==> src/rtl/servisia_pkg.sv <==
// Shared definitions for the SERV SoC boot loader.
//   state_t    : loader FSM state encoding
//   WB_SEL_ALL : Wishbone byte-select value for full 32-bit accesses
package servisia_pkg;

    typedef enum logic [2:0] {
        ST_COLLECT = 3'd0,
        ST_WRITE   = 3'd1,
        ST_READ    = 3'd2,
        ST_DONE    = 3'd3,
        ST_ERROR   = 3'd4
    } state_t;

    localparam logic [3:0] WB_SEL_ALL = 4'hF;

endpackage

==> src/rtl/servisia_wb_loader.sv <==
// Boot-time Wishbone initiator: assembles a little-endian byte stream into
// 32-bit words, writes each word to RAM (optionally reading it back to
// verify) and releases the core reset once the whole image is in place.
//
// Ports
//   wb_clk_i, wb_rst_i          : clock, synchronous active-high reset
//   byte_i/byte_valid_i/ready_o : boot byte stream (transfer on valid & ready)
//   wb_adr_o .. wb_stb_o        : Wishbone initiator outputs
//   wb_dat_i, wb_ack_i          : Wishbone responder inputs
//   cpu_rst_o                   : core reset, held until the image is loaded
//   done_o / err_o              : sticky completion / failure flags
module servisia_wb_loader
    import servisia_pkg::*;
#(
    parameter int unsigned ADR_WIDTH   = 16,
    parameter int unsigned BASE_ADR    = 0,
    parameter int unsigned IMAGE_WORDS = 256,
    parameter int unsigned TIMEOUT     = 15,
    parameter int unsigned VERIFY      = 1
) (
    input  logic                 wb_clk_i,
    input  logic                 wb_rst_i,
    input  logic [7:0]           byte_i,
    input  logic                 byte_valid_i,
    output logic                 byte_ready_o,
    output logic [ADR_WIDTH-1:0] wb_adr_o,
    output logic [31:0]          wb_dat_o,
    output logic [3:0]           wb_sel_o,
    output logic                 wb_we_o,
    output logic                 wb_cyc_o,
    output logic                 wb_stb_o,
    input  logic [31:0]          wb_dat_i,
    input  logic                 wb_ack_i,
    output logic                 cpu_rst_o,
    output logic                 done_o,
    output logic                 err_o
);

    localparam int unsigned IDX_W = $clog2(IMAGE_WORDS + 1);
    // The timeout counter only needs to reach TIMEOUT-1.
    localparam int unsigned TMO_W = (TIMEOUT > 1) ? $clog2(TIMEOUT) : 1;
    localparam logic [TMO_W-1:0] TMO_LAST = TMO_W'(TIMEOUT - 1);
    localparam logic [IDX_W-1:0] IDX_LAST = IDX_W'(IMAGE_WORDS - 1);

    state_t             state;
    logic [1:0]         byte_cnt;
    logic [23:0]        low_bytes;
    logic [IDX_W-1:0]   word_idx;
    logic [TMO_W-1:0]   tmo_cnt;
    logic               last_word;
    logic               tmo_hit;

    assign last_word = (word_idx == IDX_LAST);
    assign tmo_hit   = (tmo_cnt == TMO_LAST);

    // Byte address of a word, wrapping modulo 2^ADR_WIDTH.
    function automatic logic [ADR_WIDTH-1:0] word_adr(input logic [IDX_W-1:0] idx);
        return ADR_WIDTH'(BASE_ADR) + ADR_WIDTH'({idx, 2'b00});
    endfunction

    // Loader FSM with registered outputs.
    always_ff @(posedge wb_clk_i) begin
        if (wb_rst_i) begin
            state        <= ST_COLLECT;
            byte_cnt     <= '0;
            low_bytes    <= '0;
            word_idx     <= '0;
            tmo_cnt      <= '0;
            byte_ready_o <= 1'b0;
            wb_adr_o     <= '0;
            wb_dat_o     <= '0;
            wb_sel_o     <= '0;
            wb_we_o      <= 1'b0;
            wb_cyc_o     <= 1'b0;
            wb_stb_o     <= 1'b0;
            cpu_rst_o    <= 1'b1;
            done_o       <= 1'b0;
            err_o        <= 1'b0;
        end else begin
            case (state)
                ST_COLLECT: begin
                    byte_ready_o <= 1'b1;
                    if (byte_valid_i && byte_ready_o) begin
                        byte_cnt <= byte_cnt + 2'd1;
                        // Shift in from the top so the first byte ends up lowest.
                        low_bytes <= {byte_i, low_bytes[23:8]};
                        if (byte_cnt == 2'd3) begin
                            state        <= ST_WRITE;
                            byte_ready_o <= 1'b0;
                            wb_adr_o     <= word_adr(word_idx);
                            wb_dat_o     <= {byte_i, low_bytes};
                            wb_sel_o     <= WB_SEL_ALL;
                            wb_we_o      <= 1'b1;
                            wb_cyc_o     <= 1'b1;
                            wb_stb_o     <= 1'b1;
                            tmo_cnt      <= '0;
                        end
                    end
                end

                ST_WRITE: begin
                    if (wb_ack_i) begin
                        wb_cyc_o <= 1'b0;
                        wb_stb_o <= 1'b0;
                        wb_we_o  <= 1'b0;
                        wb_sel_o <= '0;
                        if (VERIFY != 0) begin
                            state <= ST_READ;
                        end else begin
                            word_idx <= word_idx + IDX_W'(1);
                            if (last_word) begin
                                state     <= ST_DONE;
                                done_o    <= 1'b1;
                                cpu_rst_o <= 1'b0;
                            end else begin
                                state        <= ST_COLLECT;
                                byte_ready_o <= 1'b1;
                            end
                        end
                    end else if (tmo_hit) begin
                        wb_cyc_o <= 1'b0;
                        wb_stb_o <= 1'b0;
                        wb_we_o  <= 1'b0;
                        wb_sel_o <= '0;
                        state    <= ST_ERROR;
                        err_o    <= 1'b1;
                    end else begin
                        tmo_cnt <= tmo_cnt + TMO_W'(1);
                    end
                end

                // First cycle in READ is the mandatory idle gap; stb rises after it.
                ST_READ: begin
                    if (!wb_stb_o) begin
                        wb_cyc_o <= 1'b1;
                        wb_stb_o <= 1'b1;
                        wb_we_o  <= 1'b0;
                        wb_sel_o <= WB_SEL_ALL;
                        tmo_cnt  <= '0;
                    end else if (wb_ack_i) begin
                        wb_cyc_o <= 1'b0;
                        wb_stb_o <= 1'b0;
                        wb_sel_o <= '0;
                        if (wb_dat_i != wb_dat_o) begin
                            state <= ST_ERROR;
                            err_o <= 1'b1;
                        end else begin
                            word_idx <= word_idx + IDX_W'(1);
                            if (last_word) begin
                                state     <= ST_DONE;
                                done_o    <= 1'b1;
                                cpu_rst_o <= 1'b0;
                            end else begin
                                state        <= ST_COLLECT;
                                byte_ready_o <= 1'b1;
                            end
                        end
                    end else if (tmo_hit) begin
                        wb_cyc_o <= 1'b0;
                        wb_stb_o <= 1'b0;
                        wb_sel_o <= '0;
                        state    <= ST_ERROR;
                        err_o    <= 1'b1;
                    end else begin
                        tmo_cnt <= tmo_cnt + TMO_W'(1);
                    end
                end

                ST_DONE: begin
                end

                ST_ERROR: begin
                end

                default: begin
                    state        <= ST_ERROR;
                    err_o        <= 1'b1;
                    byte_ready_o <= 1'b0;
                    wb_cyc_o     <= 1'b0;
                    wb_stb_o     <= 1'b0;
                    wb_we_o      <= 1'b0;
                    wb_sel_o     <= '0;
                end
            endcase
        end
    end

endmodule

==> config.mk <==
export PLATFORM = sky130hd
export DESIGN_NAME = servisia_wb_loader
export DESIGN_NICKNAME = d
export VERILOG_FILES = /design/src/rtl/servisia_pkg.sv /design/src/rtl/servisia_wb_loader.sv
export SDC_FILE = /design/constraint.sdc
export NUM_CORES = 1
export LEC_CHECK = 0
export BUFFER_PORTS_ARGS = -buffer_cell sky130_fd_sc_hd__buf_2
export CELL_PAD_IN_SITES_DETAIL_PLACEMENT = 0
export CELL_PAD_IN_SITES_GLOBAL_PLACEMENT = 2
export CORE_ASPECT_RATIO = 1.5
export CORE_MARGIN = 4
export CORE_UTILIZATION = 34
export CTS_BUF_LIST = sky130_fd_sc_hd__clkbuf_8
export CTS_CLUSTER_DIAMETER = 80
export CTS_CLUSTER_SIZE = 40
export DETAILED_ROUTE_END_ITERATION = 10
export GPL_TIMING_DRIVEN = 1
export PLACE_DENSITY = 0.87
export SLEW_MARGIN = 20
export SYNTH_ARGS = -nofsm -noshare
export SYNTH_HDL_FRONTEND = slang
export SYNTH_SLANG_ARGS = --single-unit
==> constraint.sdc <==
create_clock -name wb_clk_i -period 3.4 [get_ports wb_clk_i]
set_input_delay 0 -clock wb_clk_i [delete_from_list [all_inputs] [get_ports wb_clk_i]]
set_output_delay 0 -clock wb_clk_i [all_outputs]
set_load 0.01 [all_outputs]
==> flow_summary.json <==
{
  "required_ns": 3.68,
  "synth.distinct_cells": 60,
  "path_clk_slew_ns": 0.08,
  "vias_per_cell": 4.921,
  "clockBufferDepth": 2,
  "grt_pass1_vias": 3681,
  "worstPathArrival_ns": 2.74,
  "hold_viol": 0,
  "synth_top_area_frac": 0.4424,
  "synth.area.top_cells": "dfxtp_1 44%, nand2_1 13%, a21oi_1 9.2%",
  "dr.pass1.iters": 4,
  "hp-class": "in2reg",
  "grt_usage": 0.1548,
  "fin_crit_sh": 0.7224,
  "fin_util": 0.4167,
  "cp-start-kind": "flop",
  "synth_area_leader_cell": "dfxtp_1",
  "cts.sinks": 94,
  "die_area_sq_um": 14400,
  "routedWlPerCell_um": 14.35,
  "netlist_instances": 521,
  "antenna_found_initial": 0,
  "end_kind": "flop",
  "clk_latency_ns": 0.36,
  "path_class": "reg2reg",
  "grt-ovfl-total": 0,
  "async_flop_share": 0,
  "gp_congestion": 0.8155,
  "num_rows": 49,
  "ant_nets": 0,
  "whs_ns": 0.04821,
  "vias": 3755,
  "cap_violations": 0,
  "wl_um": 10950,
  "synth-seq-cells": 94,
  "cts_tree": "built",
  "pin_count": 103,
  "setup_tns_ns": 0,
  "slew_viol_final": 0,
  "initial_utilization": 0.3504,
  "p_leak_uw": 0.002090,
  "synth.cell_area_sq_um": 4254,
  "ys_seq_area_frac": 0.4424,
  "syn_avg_cell_area_sq_um": 8.165,
  "drt-initial-drc-count": 131,
  "final_common_cell": "nand2_1",
  "synth-main-ff-cell": "dfxtp_1",
  "grt_pass1_wl_um": 18120,
  "irDropWorstVdd_mv": 0.1669,
  "power_uw": 1945,
  "synth-edff-count": 0,
  "relSlewSlack": 0.4805,
  "p_per_area_nw_per_um2": 384.4,
  "rsz0062_at_grt": "no",
  "fin_nets": 657,
  "fin_worst_skew_ns": 0.007543,
  "max_freq_mhz": 407.1,
  "route.detailed.drc": 0,
  "numPortBuffers": 95,
  "cts_buffers": 9,
  "htree_levels": 3,
  "post-route-min-period_ns": 2.456,
  "drive_above_1_share": 0.2148,
  "worst-path-max-fanout": 32,
  "yosysWarnings": 0,
  "final_cell_mix": "152 x nand2_1, 95 x buf_2, 94 x dfxtp_1",
  "core_area_sq_um": 12140,
  "cts_setup_buffers": 0,
  "area_delta_synth_final_pct": 18.91,
  "die_w_um": 99.33,
  "dp_hpwl_um": 8149,
  "status": "completed",
  "finalSetupViolCount": 0,
  "worstMarginPinSlew_ns": 0.7711,
  "diodes": 0,
  "clockRootBuffer": "clkbuf_8",
  "die_y_um": 145.0,
  "grt_max_degree": 58
}
power by group:
part / leakage, uW / total, uW / internal [uW] / switching, uW
sequential: 0.000759 / 1120 / 1110 / 8.56
clock: 0.0000953 / 705 / 344 / 361
combinational: 0.00124 / 122 / 48.4 / 73.6
total: 0.00209 / 1940 / 1500 / 443
stage by stage:
step                      worst slack [ns]  instances  area, sq um
after floorplan                      1.560        527         4277
after CTS                           0.9131        763         5059
final                               0.9438        763         5059
after detailed placement            0.9370        742         4802
after global routing                0.5976        763         5059
after global placement               1.072        742         4802
cell families after synthesis:
family | synth area share
adders and majority gates | 0.01471
buffers and inverters | 0.05000
muxes | 0.01559
DFF | 0.4424
other | 0.0008815
and+or+nand+nor | 0.2456
xor gates and xnor gates | 0.07000
AOI/OAI and AO/OA | 0.1609
final timing paths:
path	startpoint	to	slack, ns	depth (start not counted)
setup / recovery	state[0]$_SDFFE_PP0P_	wb_dat_o[4]$_SDFFE_PP0P_	0.94	6
hold / removal	wb_ack_i	state[0]$_SDFFE_PP0P_	0.05	3
setup reg to reg	state[0]$_SDFFE_PP0P_	wb_dat_o[4]$_SDFFE_PP0P_	0.94	6
hold reg to reg	low_bytes[6]$_SDFFE_PP0P_	wb_dat_o[6]$_SDFFE_PP0P_	0.46	2
cell usage after synthesis, types with 2 or more instances:
cell / number
a211o_1: 2
a211oi_1: 3
a21boi_0: 2
a21oi_1: 78
a31oi_1: 2
and3_1: 2
buf_1: 3
buf_2: 5
buf_4: 7
clkbuf_1: 23
dfxtp_1: 94
ha_1: 5
inv_1: 6
mux2_1: 5
nand2_1: 152
nand3_1: 9
nand4_1: 3
nor2_1: 19
nor2b_1: 7
nor3_1: 3
nor4_1: 3
nor4_2: 7
o211ai_1: 2
o21ai_0: 5
o311ai_0: 3
o31ai_1: 3
o41ai_2: 2
or2_2: 2
xnor2_1: 2
xor2_1: 32
critical path: stages, from the launching register on:
cell     delay, ns
dfxtp_1       0.45
nor2_1        0.33
and4b_1       0.52
and2_1        0.43
buf_4         0.40
nand2_1       0.11
a21oi_1       0.13
flip-flops by register name, indices dropped and copies added, names as in the netlist, 2 cells and up:
| name | cells |
|---|---|
| wb_dat_o | 32 |
| low_bytes | 24 |
| wb_adr_o | 9 |
| word_idx | 9 |
| tmo_cnt | 4 |
| wb_sel_o | 4 |
| state | 3 |
| byte_cnt | 2 |
routing by layer:
| layer | share of wire | track usage |
|---|---|---|
| met1 | 0.41 | 0.1827 |
| met2 | 0.53 | 0.2756 |
| met3 | 0.048 | 0.03939 |
| met4 | 0.0089 | 0.04033 |
| met5 | 0 | 0 |
layout make-up:
class	count	area (sq um)
timing repair buffer	109	600.6
fill	1320	7081
sequential	94	1882
inverter	7	26.28
clock inverter	3	38.79
multi-input combinational	387	2182
clock buffer	10	137.6
tap	153	191.4
repair_timing:
action / 4_1_cts / 5_1_grt
gates resized for setup: 0 / 0
endpoints found under the hold margin: 16 / 0
hold buffers: 8 / 0
Note: power is estimated with default switching activity, not from simulation.
